## config.mk

```make
export PLATFORM = sky130hd
export DESIGN_NAME = rggen_register_access_initiator
export DESIGN_NICKNAME = d
export VERILOG_FILES = /design/src/rtl/rggen_rtl_pkg.sv /design/src/rtl/rggen_access_timer.sv /design/src/rtl/rggen_register_access_initiator.sv
export SDC_FILE = /design/constraint.sdc
export NUM_CORES = 1
export LEC_CHECK = 0
export CAP_MARGIN = 20
export CORE_MARGIN = 1
export CORE_UTILIZATION = 35
export DETAILED_ROUTE_END_ITERATION = 7
export DONT_BUFFER_PORTS = 1
export HOLD_SLACK_MARGIN = 0.06
export MAX_ROUTING_LAYER = met4
export PLACE_DENSITY = 0.49
export SLEW_MARGIN = 10
export SYNTH_ARGS = -nofsm -noshare
export SYNTH_HDL_FRONTEND = slang
export SYNTH_SLANG_ARGS = --single-unit
```

## constraint.sdc

```tcl
create_clock -name clk -period 4.9 [get_ports clk]
set_clock_uncertainty 0.15 [all_clocks]
set_input_delay 0.98 -clock clk [delete_from_list [all_inputs] [get_ports clk]]
set_output_delay 0.98 -clock clk [all_outputs]
set_load 0.005 [all_outputs]
```

## src/rtl/rggen_rtl_pkg.sv

```systemverilog
// Shared types and helpers for the register access initiator.
// Latency: none (types and pure functions only).
// Backpressure: not applicable.
package rggen_rtl_pkg;

    // Initiator access sequence: wait for host, drive command, return response
    typedef enum logic [1:0] {
        IDLE    = 2'd0,
        ACCESS  = 2'd1,
        RESPOND = 2'd2
    } rggen_access_state_e;

    // One strobe bit enables all eight bits of its byte lane
    function automatic logic [7:0] rggen_byte_mask(input logic strobe);
        return {8{strobe}};
    endfunction

endpackage

```

## src/rtl/rggen_access_timer.sv

```systemverilog
// Counts ACCESS cycles and flags the cycle in which the timeout budget is used up.
// Latency: o_expired is combinational from the count and i_enable.
// Backpressure: none; the count saturates at its last value.
module rggen_access_timer #(
    parameter int TIMEOUT_CYCLES = 255
) (
    input  logic clk,
    input  logic rst_n,
    input  logic i_clear,
    input  logic i_enable,
    output logic o_expired
);
    localparam int             COUNT_WIDTH = $clog2(TIMEOUT_CYCLES + 1);
    localparam logic [COUNT_WIDTH-1:0] LAST_COUNT = COUNT_WIDTH'(TIMEOUT_CYCLES - 1);

    logic [COUNT_WIDTH-1:0] count_q;
    logic [COUNT_WIDTH-1:0] count_d;

    // Count holds the number of ACCESS cycles already elapsed before this one
    always_comb begin
        count_d = count_q;
        if (i_clear) begin
            count_d = '0;
        end else if (i_enable && (count_q != LAST_COUNT)) begin
            count_d = count_q + 1'b1;
        end
    end

    // Count register
    always_ff @(posedge clk or negedge rst_n) begin
        if (!rst_n) begin
            count_q <= '0;
        end else begin
            count_q <= count_d;
        end
    end

    assign o_expired = i_enable && (count_q == LAST_COUNT);

endmodule

```

## src/rtl/rggen_register_access_initiator.sv

```systemverilog
// Register bus initiator: one host access at a time, command broadcast, one-cycle done/error response.
// Latency: accept T0, command from T1, done one cycle after ready/decode miss; minimum 3-cycle service.
// Backpressure: o_host_ready only in IDLE; optional timeout via RGGEN_ACCESS_TIMEOUT_EN.
module rggen_register_access_initiator
    import rggen_rtl_pkg::*;
#(
    parameter int ADDRESS_WIDTH   = 16,
    parameter int DATA_WIDTH      = 32,
    parameter int TOTAL_REGISTERS = 1,
    parameter int TIMEOUT_CYCLES  = 255
) (
    input  logic                                  clk,
    input  logic                                  rst_n,
    input  logic                                  i_host_request,
    input  logic                                  i_host_write,
    input  logic [ADDRESS_WIDTH-1:0]              i_host_address,
    input  logic [DATA_WIDTH-1:0]                 i_host_write_data,
    input  logic [DATA_WIDTH/8-1:0]               i_host_strobe,
    output logic                                  o_host_ready,
    output logic                                  o_host_done,
    output logic                                  o_host_error,
    output logic [DATA_WIDTH-1:0]                 o_host_read_data,
    output logic                                  o_command_valid,
    output logic                                  o_write,
    output logic [ADDRESS_WIDTH-1:0]              o_address,
    output logic [DATA_WIDTH-1:0]                 o_write_data,
    output logic [DATA_WIDTH-1:0]                 o_write_mask,
    input  logic [TOTAL_REGISTERS-1:0]            i_register_select,
    input  logic [TOTAL_REGISTERS-1:0]            i_register_ready,
    input  logic [TOTAL_REGISTERS*DATA_WIDTH-1:0] i_register_read_data
);
    rggen_access_state_e        state_q, state_d;
    logic                       write_q, write_d;
    logic [ADDRESS_WIDTH-1:0]   address_q, address_d;
    logic [DATA_WIDTH-1:0]      write_data_q, write_data_d;
    logic [DATA_WIDTH-1:0]      write_mask_q, write_mask_d;
    logic                       error_q, error_d;
    logic [DATA_WIDTH-1:0]      read_data_q, read_data_d;

    logic                       any_ready;
    logic                       decode_miss;
    logic [DATA_WIDTH-1:0]      merged_data;
    logic [DATA_WIDTH-1:0]      host_mask;
    logic                       timeout_expired;

    // Decode the register side: ready from any hit, OR-merge of all hit slices
    always_comb begin
        any_ready   = |(i_register_select & i_register_ready);
        decode_miss = ~|i_register_select;
        merged_data = '0;
        for (int n = 0; n < TOTAL_REGISTERS; n++) begin
            if (i_register_select[n]) begin
                merged_data = merged_data | i_register_read_data[n*DATA_WIDTH +: DATA_WIDTH];
            end
        end
    end

    // Expand host byte strobes to a bit mask
    always_comb begin
        host_mask = '0;
        for (int b = 0; b < DATA_WIDTH/8; b++) begin
            host_mask[b*8 +: 8] = rggen_byte_mask(i_host_strobe[b]);
        end
    end

`ifdef RGGEN_ACCESS_TIMEOUT_EN
    rggen_access_timer #(
        .TIMEOUT_CYCLES (TIMEOUT_CYCLES)
    ) u_timer (
        .clk       (clk),
        .rst_n     (rst_n),
        .i_clear   (state_q != ACCESS),
        .i_enable  (state_q == ACCESS),
        .o_expired (timeout_expired)
    );
`else
    // Without the timer ACCESS never expires; the comparison keeps TIMEOUT_CYCLES referenced
    assign timeout_expired = (TIMEOUT_CYCLES < 0);
`endif

    // Next-state and response capture; ready beats timeout, decode miss beats both
    always_comb begin
        state_d      = state_q;
        write_d      = write_q;
        address_d    = address_q;
        write_data_d = write_data_q;
        write_mask_d = write_mask_q;
        error_d      = error_q;
        read_data_d  = read_data_q;
        case (state_q)
            IDLE: begin
                if (i_host_request) begin
                    state_d      = ACCESS;
                    write_d      = i_host_write;
                    address_d    = i_host_address;
                    write_data_d = i_host_write ? i_host_write_data : '0;
                    write_mask_d = i_host_write ? host_mask : '0;
                end
            end
            ACCESS: begin
                if (decode_miss) begin
                    state_d     = RESPOND;
                    error_d     = 1'b1;
                    read_data_d = '0;
                end else if (any_ready) begin
                    state_d     = RESPOND;
                    error_d     = 1'b0;
                    read_data_d = write_q ? '0 : merged_data;
                end else if (timeout_expired) begin
                    state_d     = RESPOND;
                    error_d     = 1'b1;
                    read_data_d = '0;
                end
            end
            RESPOND: begin
                state_d     = IDLE;
                error_d     = 1'b0;
                read_data_d = '0;
            end
            default: begin
                state_d = IDLE;
            end
        endcase
    end

    // State, latched command and response registers
    always_ff @(posedge clk or negedge rst_n) begin
        if (!rst_n) begin
            state_q      <= IDLE;
            write_q      <= 1'b0;
            address_q    <= '0;
            write_data_q <= '0;
            write_mask_q <= '0;
            error_q      <= 1'b0;
            read_data_q  <= '0;
        end else begin
            state_q      <= state_d;
            write_q      <= write_d;
            address_q    <= address_d;
            write_data_q <= write_data_d;
            write_mask_q <= write_mask_d;
            error_q      <= error_d;
            read_data_q  <= read_data_d;
        end
    end

    assign o_host_ready     = (state_q == IDLE);
    assign o_command_valid  = (state_q == ACCESS);
    assign o_host_done      = (state_q == RESPOND);
    assign o_host_error     = error_q;
    assign o_host_read_data = read_data_q;
    assign o_write          = write_q;
    assign o_address        = address_q;
    assign o_write_data     = write_data_q;
    assign o_write_mask     = write_mask_q;

endmodule

```

==> flow_metrics.py, run 1 <==
metrics = {
    "timing": {
        "final-hold-violation-count": 0,
        "fmax_mhz": 360,
        "grt_setup_unrepaired": "no",
        "period_minus_slack_ps": 2780,
        "relSlewSlack_pct": 27.4,
        "min_period_over_period_pct": 56.8,
        "hold_slack_ps": 185,
        "setup_violations": 0,
        "tns_ps": 0,
        "worst_pin_slew_ps": 1090,
        "drv_slew": 0,
    },
    "global_routing": {
        "grt_overflow": 0,
        "grt_pass1_vias": 2409,
        "antenna_found_initial": 0,
        "top_usage_layer": "met2",
        "gr-usage-met1_pct": 17.4,
        "grt_pass1_wl_um": 12500,
        "track_usage_pct": 14.7,
        "use_met3_pct": 6.57,
        "grt_max_degree": 90,
        "grt_util_met2_pct": 20.9,
    },
    "clock_tree": {
        "cts_resized": 0,
        "clockBufferDepth": 2,
        "cts_num_sinks": 88,
        "cts_hold_buffers": 0,
        "htree_levels": 3,
        "path_clk_slew_ps": 60,
        "cts_buffers": 9,
        "cts_tree": "built",
        "postCtsSetupBuffers": 0,
        "ctsRootBufferMaster": "clkbuf_16",
        "clkLatencyLatePin_ps": 340,
    },
    "placed_design": {
        "place.port_buffers": 0,
        "hpwl_um": 5360,
        "gp_congestion": 0.726,
    },
    "floorplan": {
        "initial_utilization_pct": 36.2,
        "ioPinCount": 207,
        "core_mm2": 0.0109,
        "die_w_um": 108,
        "dieArea_mm2": 0.0117,
        "die_h_um": 108,
        "rows": 38,
    },
    "synthesis": {
        "yosysWarnings": 0,
        "syn-num-nets": 475,
        "yosys.cell_types.count": 20,
        "syn_area_mm2": 0.00396,
        "synthCells": 382,
        "synth-seq-area-share_pct": 55.6,
        "postSynthAreaPerCell_um2": 10.4,
        "synth_seq_cells": 88,
    },
    "critical_path": {
        "crit_type": "flop to flop",
        "setup.worst_path.start_class": "flop",
        "worstPathArrival_ps": 2850,
        "reg2reg_depth": 4,
        "crit_required_ps": 4970,
        "worstSetupEndpointType": "flop",
        "crit_fanout": 33,
        "slowest_delay_ps": 1010,
        "path_cells": "inv_1 > ha_1 > and2_4 > mux2_1",
        "slowest_stage": "ha_1",
    },
    "finish": {
        "layout_commonest_cell": "dfrtp_1",
        "syn_to_final_growth_pct": 3.73,
        "drive_above_1_share_pct": 14.2,
        "layout.nets": 433,
        "final_cell_mix": "dfrtp_1, nand2_1, o21ai_1",
        "fillerInstances": 1086,
        "antenna_cells": 0,
    },
    "power_and_ir_drop": {
        "total_power_mw": 2.95,
        "peakVddDrop_uv": 267,
        "power_density_mw_per_mm2": 718,
        "power_leakage_nw": 1.83,
    },
    "routing": {
        "routedWlPerCell_um": 16.7,
        "wirelength_um": 8070,
        "drc": 0,
        "drtAntennaViolNets": 0,
        "drt_pre_antenna_iters": 4,
        "drtIter0Drc": 171,
        "vias_per_cell": 5.01,
        "vias": 2424,
    },
    "status": {
        "outcome": "completed",
    },
    "hold_path": {
        "hp-class": "input pin to async pin",
    },
    "run": {
        "max_cap_violations": 0,
    },
}
layout make-up:
class                           count  area (um2)  area share (%)
Sequential cell                    88        2200            53.6
Tap cell                          140         175            4.27
Timing Repair Buffer                1        15.0           0.366
Clock inverter                      3        65.1            1.58
Clock buffer                       12         256            6.25
Inverter                           37         139            3.38
Multi-Input combinational cell    203        1250            30.5
state kept, by name (all words and copies together), names as in the netlist:
signal            count
o_write               1
o_host_read_data     32
o_address            16
o_write_data         32
o_write_mask          4
o_host_error          1
state_q               2
path summary, 6_finish.rpt:
path | startpoint | to | slack, ps
worst max-delay path | state_q[0]$_DFFE_PN0P_ | o_host_error$_DFFE_PN0P_ | 2120
worst min-delay path | rst_n | o_address[5]$_DFFE_PN0P_ | 190
worst max register to register | state_q[0]$_DFFE_PN0P_ | o_host_error$_DFFE_PN0P_ | 2120
worst min register to register | o_write_data[28]$_DFFE_PN0P_ | o_write_data[28]$_DFFE_PN0P_ | 360
max in group asynchronous | rst_n | o_write_data[13]$_DFFE_PN0P_ | 4310
min in group clk | o_write_data[28]$_DFFE_PN0P_ | o_write_data[28]$_DFFE_PN0P_ | 360
metal layers:
metal / vias up / routed length, um
li1: 1146 / -
met1: 1140 / 3430
met2: 127 / 3500
met3: 11 / 1000
met4: 0 / 135
met5: - / 0
synth_stat cells:
library cell   n  area [um2]
ha_1           3        37.5
nand4_1       32         200
and2_4         1        8.76
nand3b_4       1        20.0
o21ai_2       30         263
o22ai_1        1        6.26
buf_1          2        7.51
inv_1         37         139
buf_6          4        45.0
o21ai_1       38         190
clkbuf_1       7        26.3
a21oi_1        4        20.0
nor2_1         1        3.75
buf_2          6        30.0
mux2_1        18         203
buf_4         33         248
nand2_1       73         274
dfrtp_1       88        2200
nor3b_4        1        18.8
clkbuf_4       2        15.0
per-stage QoR:
stage	setup WS (ps)	cell area [um2]	util, %	std cells
final	2120	4110	37.5	484
after global routing	2000	4110	37.5	484
after CTS	2120	4090	37.4	483
after detailed placement	2130	3770	34.5	468
after global placement	2140	3770	34.5	468
after floorplan	2950	3960	-	382
worst max-delay path, delay by kind of cell, from the launching register on:
kind | cells | cell delay [ps]
adders and majority gates | 1 | 1010
DFF | 1 | 380
buffers and inverters | 1 | 80
muxes | 1 | 370
and+or+nand+nor | 1 | 670
cells by family after synthesis:
group                      count (synthesis)  synth area share [%]
and+or+nand+nor                          109                  13.3
buffers and inverters                     91                  12.9
DFF                                       88                  55.6
AOI/OAI and AO/OA                         73                  12.1
muxes                                     18                  5.12
adders and majority gates                  3                 0.949
report_power, final:
| part | internal [mW] | leakage [nW] | switching (mW) | total, mW |
|---|---|---|---|---|
| clock | 0.471 | 0.159 | 0.266 | 0.737 |
| sequential | 1.09 | 1.14 | 0.340 | 1.43 |
| combinational | 0.276 | 0.527 | 0.507 | 0.782 |
| total | 1.83 | 1.83 | 1.11 | 2.95 |
Note: power is estimated with default switching activity, not from simulation.
==> run 2: changes to the inputs <==
Clock period 4.9 ns to 2.7 ns, I/O delays scaled along.
==> run 2 against run 1 <==
The flow now finishes with violations (hold timing). Largest cell class unchanged. Die area is the same. Non-clock buffer count grew 4. Clock power grew 87%. Sequential share of layout area shrank 0.41 points. Critical endpoint is now o_write_data[15]$_DFFE_PN0P_. Largest power group unchanged. Core utilization grew 0.29 points. Count of clock-buffer cells in the layout grew 1. Sequential power grew 81%. Critical path depth grew 2. Combinational power grew 85%.
==> flow_metrics.py, run 2 (synthesized netlist as in run 1, its figures left out) <==
metrics = {
    "timing": {
        "tns_ps": 0,
        "min_period_over_period_pct": 77.0,
        "fmax_mhz": 481,
        "drv_slew": 0,
        "relSlewSlack_pct": 52.3,
        "worst_pin_slew_ps": 716,
        "setup_violations": 0,
        "final-hold-violation-count": 88,
        "period_minus_slack_ps": 2080,
        "grt_setup_unrepaired": "no",
        "hold_slack_ps": -250,
    },
    "clock_tree": {
        "cts_tree": "built",
        "cts_buffers": 9,
        "clkLatencyLatePin_ps": 330,
        "postCtsSetupBuffers": 0,
        "cts_num_sinks": 88,
        "clockBufferDepth": 2,
        "path_clk_slew_ps": 60,
        "ctsRootBufferMaster": "clkbuf_16",
        "cts_resized": 0,
        "htree_levels": 3,
    },
    "finish": {
        "final_cell_mix": "dfrtp_1, nand2_1, o21ai_1",
        "layout.nets": 437,
        "antenna_cells": 0,
        "layout_commonest_cell": "dfrtp_1",
        "drive_above_1_share_pct": 14.6,
        "final_core_util_pct": 37.8,
        "syn_to_final_growth_pct": 4.52,
    },
    "routing": {
        "drtIter0Drc": 186,
        "vias": 2434,
        "drc": 0,
        "drt_pre_antenna_iters": 4,
        "wirelength_um": 8110,
        "vias_per_cell": 4.98,
        "routedWlPerCell_um": 16.6,
        "drtAntennaViolNets": 0,
    },
    "global_routing": {
        "antenna_found_initial": 0,
        "grt_max_degree": 89,
        "grt_pass1_wl_um": 12200,
        "track_usage_pct": 14.2,
        "grt_overflow": 0,
        "grt_pass1_vias": 2321,
    },
    "floorplan": {
        "core_mm2": 0.0109,
        "die_w_um": 108,
        "rows": 38,
        "dieArea_mm2": 0.0117,
        "initial_utilization_pct": 36.2,
        "ioPinCount": 207,
        "die_h_um": 108,
    },
    "placed_design": {
        "gp_congestion": 0.687,
        "place.port_buffers": 0,
        "hpwl_um": 5490,
    },
    "critical_path": {
        "crit_fanout": 68,
        "worstPathArrival_ps": 2180,
        "rr_startpoint": "state_q[0]$_DFFE_PN0P_",
        "setup.worst_path.start_class": "flop",
        "crit_type": "flop to flop",
        "critPathLaunch": "state_q[0]$_DFFE_PN0P_",
        "crit_required_ps": 2810,
        "worstSetupEndpointType": "flop",
    },
    "power_and_ir_drop": {
        "internal-power_mw": 3.40,
        "switching_share_pct": 37.3,
        "p_sw_mw": 2.02,
        "p_clk_share_pct": 25.5,
        "power_density_mw_per_mm2": 1310,
        "power_leakage_nw": 1.84,
        "p_seq_share_pct": 47.8,
        "peakVddDrop_uv": 508,
        "combPwrFrac_pct": 26.7,
    },
    "status": {
        "violations": "hold timing",
        "outcome": "finished, violations left",
    },
    "run": {
        "max_cap_violations": 0,
    },
    "hold_path": {
        "hp-class": "input pin to async pin",
    },
}
run 2: layout make-up:
type / count / area [um2]
repair buffers: 5 / 37.5
fillers: 1117 / 6800
multi-input cells: 203 / 1250
flip-flops and latches: 88 / 2200
clock inverters: 3 / 90.1
clock buffers: 13 / 240
well taps: 140 / 175
inverters: 37 / 139
run 2: power by group through the flow:
stage	sequential (mW)	combinational (mW)	clock [mW]
after floorplan	2.41	1.65	0
after global placement	2.63	1.44	0
after detailed placement	2.62	1.49	0
after CTS	2.61	1.49	1.43
after global routing	2.69	1.66	1.48
final	2.59	1.45	1.38
run 2: path summary, 6_finish.rpt:
check	endpoint	slack [ps]	cells after the start
worst max-delay path	o_write_data[15]$_DFFE_PN0P_	620	6
worst min-delay path	o_host_read_data[10]$_DFFE_PN0P_	-250	0
worst max register to register	o_write_data[15]$_DFFE_PN0P_	620	6
worst min register to register	o_write_data[26]$_DFFE_PN0P_	370	2
max in group asynchronous	o_address[12]$_DFFE_PN0P_	2480	0
min in group clk	o_write_data[2]$_DFFE_PN0P_	180	2
run 2: through the flow:
stage | area [um2] | hold WS (ps) | setup slack, ps | std cells | power (mW)
after floorplan | 3960 | 94.4 | 1070 | 382 | 4.06
after global placement | 3810 | 96.4 | 693 | 473 | 4.07
after detailed placement | 3810 | 96.3 | 588 | 473 | 4.12
after CTS | 4140 | -265 | 592 | 489 | 5.53
after global routing | 4140 | -270 | 398 | 489 | 5.82
final | 4140 | -250 | 622 | 489 | 5.43
run 2: worst max-delay path, cell delays in order, from the launching register on:
cell     delay, ps
dfrtp_1        380
inv_1           80
ha_1           290
nand2_4        550
buf_4          350
nand2_1         80
o21ai_1         80
run 2: layer usage:
layer,routed length [um],global-route usage (%)
met1,3380,17.0
met2,3700,21.5
met3,918,5.85
met4,110,5.21
met5,0,-
==> run 3: changes to the inputs <==
Clock period 2.7 ns to 2.1 ns, I/O delays scaled along.
==> run 3 against run 2 <==
The flow still finishes with violations (hold timing). Hold slack got worse by 130 ps. First-iteration DRC count is 8.6% lower. Setup slack got worse by 370 ps. Highest routed layer unchanged. Design area grew 13%.
==> flow_metrics.py, run 3 (synthesized netlist as in run 1, its figures left out) <==
metrics = {
    "status": {
        "outcome": "finished, violations left",
        "violations": "hold timing",
    },
    "clock_tree": {
        "clkLatencyLatePin_ps": 340,
        "postCtsSetupBuffers": 0,
        "ctsRootBufferMaster": "clkbuf_16",
        "cts_buffers": 9,
        "path_clk_slew_ps": 60,
        "cts_hold_buffers": 55,
        "htree_levels": 3,
        "cts_resized": 0,
        "clockBufferDepth": 2,
        "cts_num_sinks": 88,
        "cts_tree": "built",
    },
    "timing": {
        "final-hold-violation-count": 88,
        "relSlewSlack_pct": 31.2,
        "setup_violations": 0,
        "fmax_mhz": 542,
        "worst_pin_slew_ps": 1030,
        "min_period_over_period_pct": 87.8,
        "period_minus_slack_ps": 1840,
        "grt_setup_unrepaired": "no",
        "tns_ps": 0,
        "hold_slack_ps": -378,
        "drv_slew": 0,
    },
    "power_and_ir_drop": {
        "combPwrFrac_pct": 29.6,
        "peakVddDrop_uv": 698,
        "p_sw_mw": 2.68,
        "power_density_mw_per_mm2": 1470,
        "power_leakage_nw": 2.07,
        "switching_share_pct": 39.1,
        "p_clk_share_pct": 21.6,
        "internal-power_mw": 4.18,
        "p_seq_share_pct": 48.7,
    },
    "run": {
        "max_cap_violations": 0,
    },
    "routing": {
        "vias_per_cell": 4.92,
        "drtAntennaViolNets": 0,
        "drtIter0Drc": 170,
        "vias": 2691,
        "drt_pre_antenna_iters": 4,
        "wirelength_um": 9010,
        "drc": 0,
        "routedWlPerCell_um": 16.5,
    },
    "finish": {
        "layout.nets": 496,
        "final_core_util_pct": 42.8,
        "layout_commonest_cell": "dfrtp_1",
        "final_cell_mix": "dfrtp_1, nand2_1, dlygate4sd3_1",
        "antenna_cells": 0,
        "drive_above_1_share_pct": 13.8,
        "syn_to_final_growth_pct": 18.1,
        "layout.cells.non_filler": 547,
        "fillerInstances": 1052,
    },
    "floorplan": {
        "rows": 38,
        "dieArea_mm2": 0.0117,
        "die_h_um": 108,
        "core_mm2": 0.0109,
        "ioPinCount": 207,
        "die_w_um": 108,
        "initial_utilization_pct": 36.2,
    },
    "critical_path": {
        "worstSetupEndpointType": "flop",
        "r2r_setup_slack_ps": 260,
        "crit_type": "input pin to flop",
        "worstPathArrival_ps": 1950,
        "setup.worst_path.start_class": "input pin",
        "crit_required_ps": 2200,
        "crit_fanout": 27,
    },
    "placed_design": {
        "dp_cells": 476,
        "gp_congestion": 0.724,
        "hpwl_um": 5610,
        "place.port_buffers": 0,
    },
    "global_routing": {
        "grt_overflow": 0,
        "antenna_found_initial": 0,
        "grt_pass1_wl_um": 13800,
        "grt_max_degree": 89,
        "grt_pass1_vias": 2675,
        "track_usage_pct": 16.2,
    },
    "hold_path": {
        "hp-class": "input pin to async pin",
    },
}
[run 3: worst paths after layout]
path | from | endpoint | depth (start not counted)
worst min-delay path | rst_n | o_address[10]$_DFFE_PN0P_ | 0
worst max register to register | state_q[1]$_DFFE_PN0P_ | o_host_read_data[31]$_DFFE_PN0P_ | 6
worst min register to register | o_write_data[16]$_DFFE_PN0P_ | o_write_data[16]$_DFFE_PN0P_ | 2
min in group clk | i_host_write | o_write_data[0]$_DFFE_PN0P_ | 2
max in group asynchronous | rst_n | o_write_data[14]$_DFFE_PN0P_ | 0
worst max-delay path | i_host_write | o_write_data[28]$_DFFE_PN0P_ | 3
[run 3: area by class of cell]
| class | instances | area [um2] | share of cell area, % |
|---|---|---|---|
| well taps | 140 | 175 | 3.75 |
| clock buffers | 12 | 256 | 5.49 |
| multi-input cells | 203 | 1250 | 26.8 |
| repair buffers | 64 | 633 | 13.5 |
| flip-flops and latches | 88 | 2200 | 47.1 |
| inverters | 37 | 139 | 2.97 |
| clock inverters | 3 | 17.5 | 0.375 |
[run 3: power groups by stage]
stage / clock network (mW) / logic, mW / registers [mW]
finish: 1.48 / 2.03 / 3.34
global route: 1.61 / 2.30 / 3.48
CTS: 1.54 / 2.05 / 3.36
detailed placement: 0 / 1.96 / 3.37
global placement: 0 / 1.90 / 3.38
floorplan: 0 / 2.12 / 3.10
[run 3: layer usage]
layer | up-vias | wire length [um] | GRT usage, %
li1 | 1269 | - | -
met1 | 1276 | 3790 | 18.9
met2 | 132 | 4090 | 24.3
met3 | 14 | 967 | 6.51
met4 | 0 | 157 | 7.53
met5 | - | 0 | -
[run 3: per-stage QoR]
| step | setup slack [ps] | power, mW | area (um2) |
|---|---|---|---|
| floorplan | 470 | 5.22 | 3960 |
| global placement | 292 | 5.28 | 3840 |
| detailed placement | 274 | 5.33 | 3840 |
| CTS | 233 | 6.94 | 4670 |
| global route | 118 | 7.39 | 4680 |
| finish | 256 | 6.86 | 4680 |
[run 3: critical path, stage by stage]
cell           delay [ps]
dlygate4sd3_1        1210
nand2_1               120
o21ai_1               190
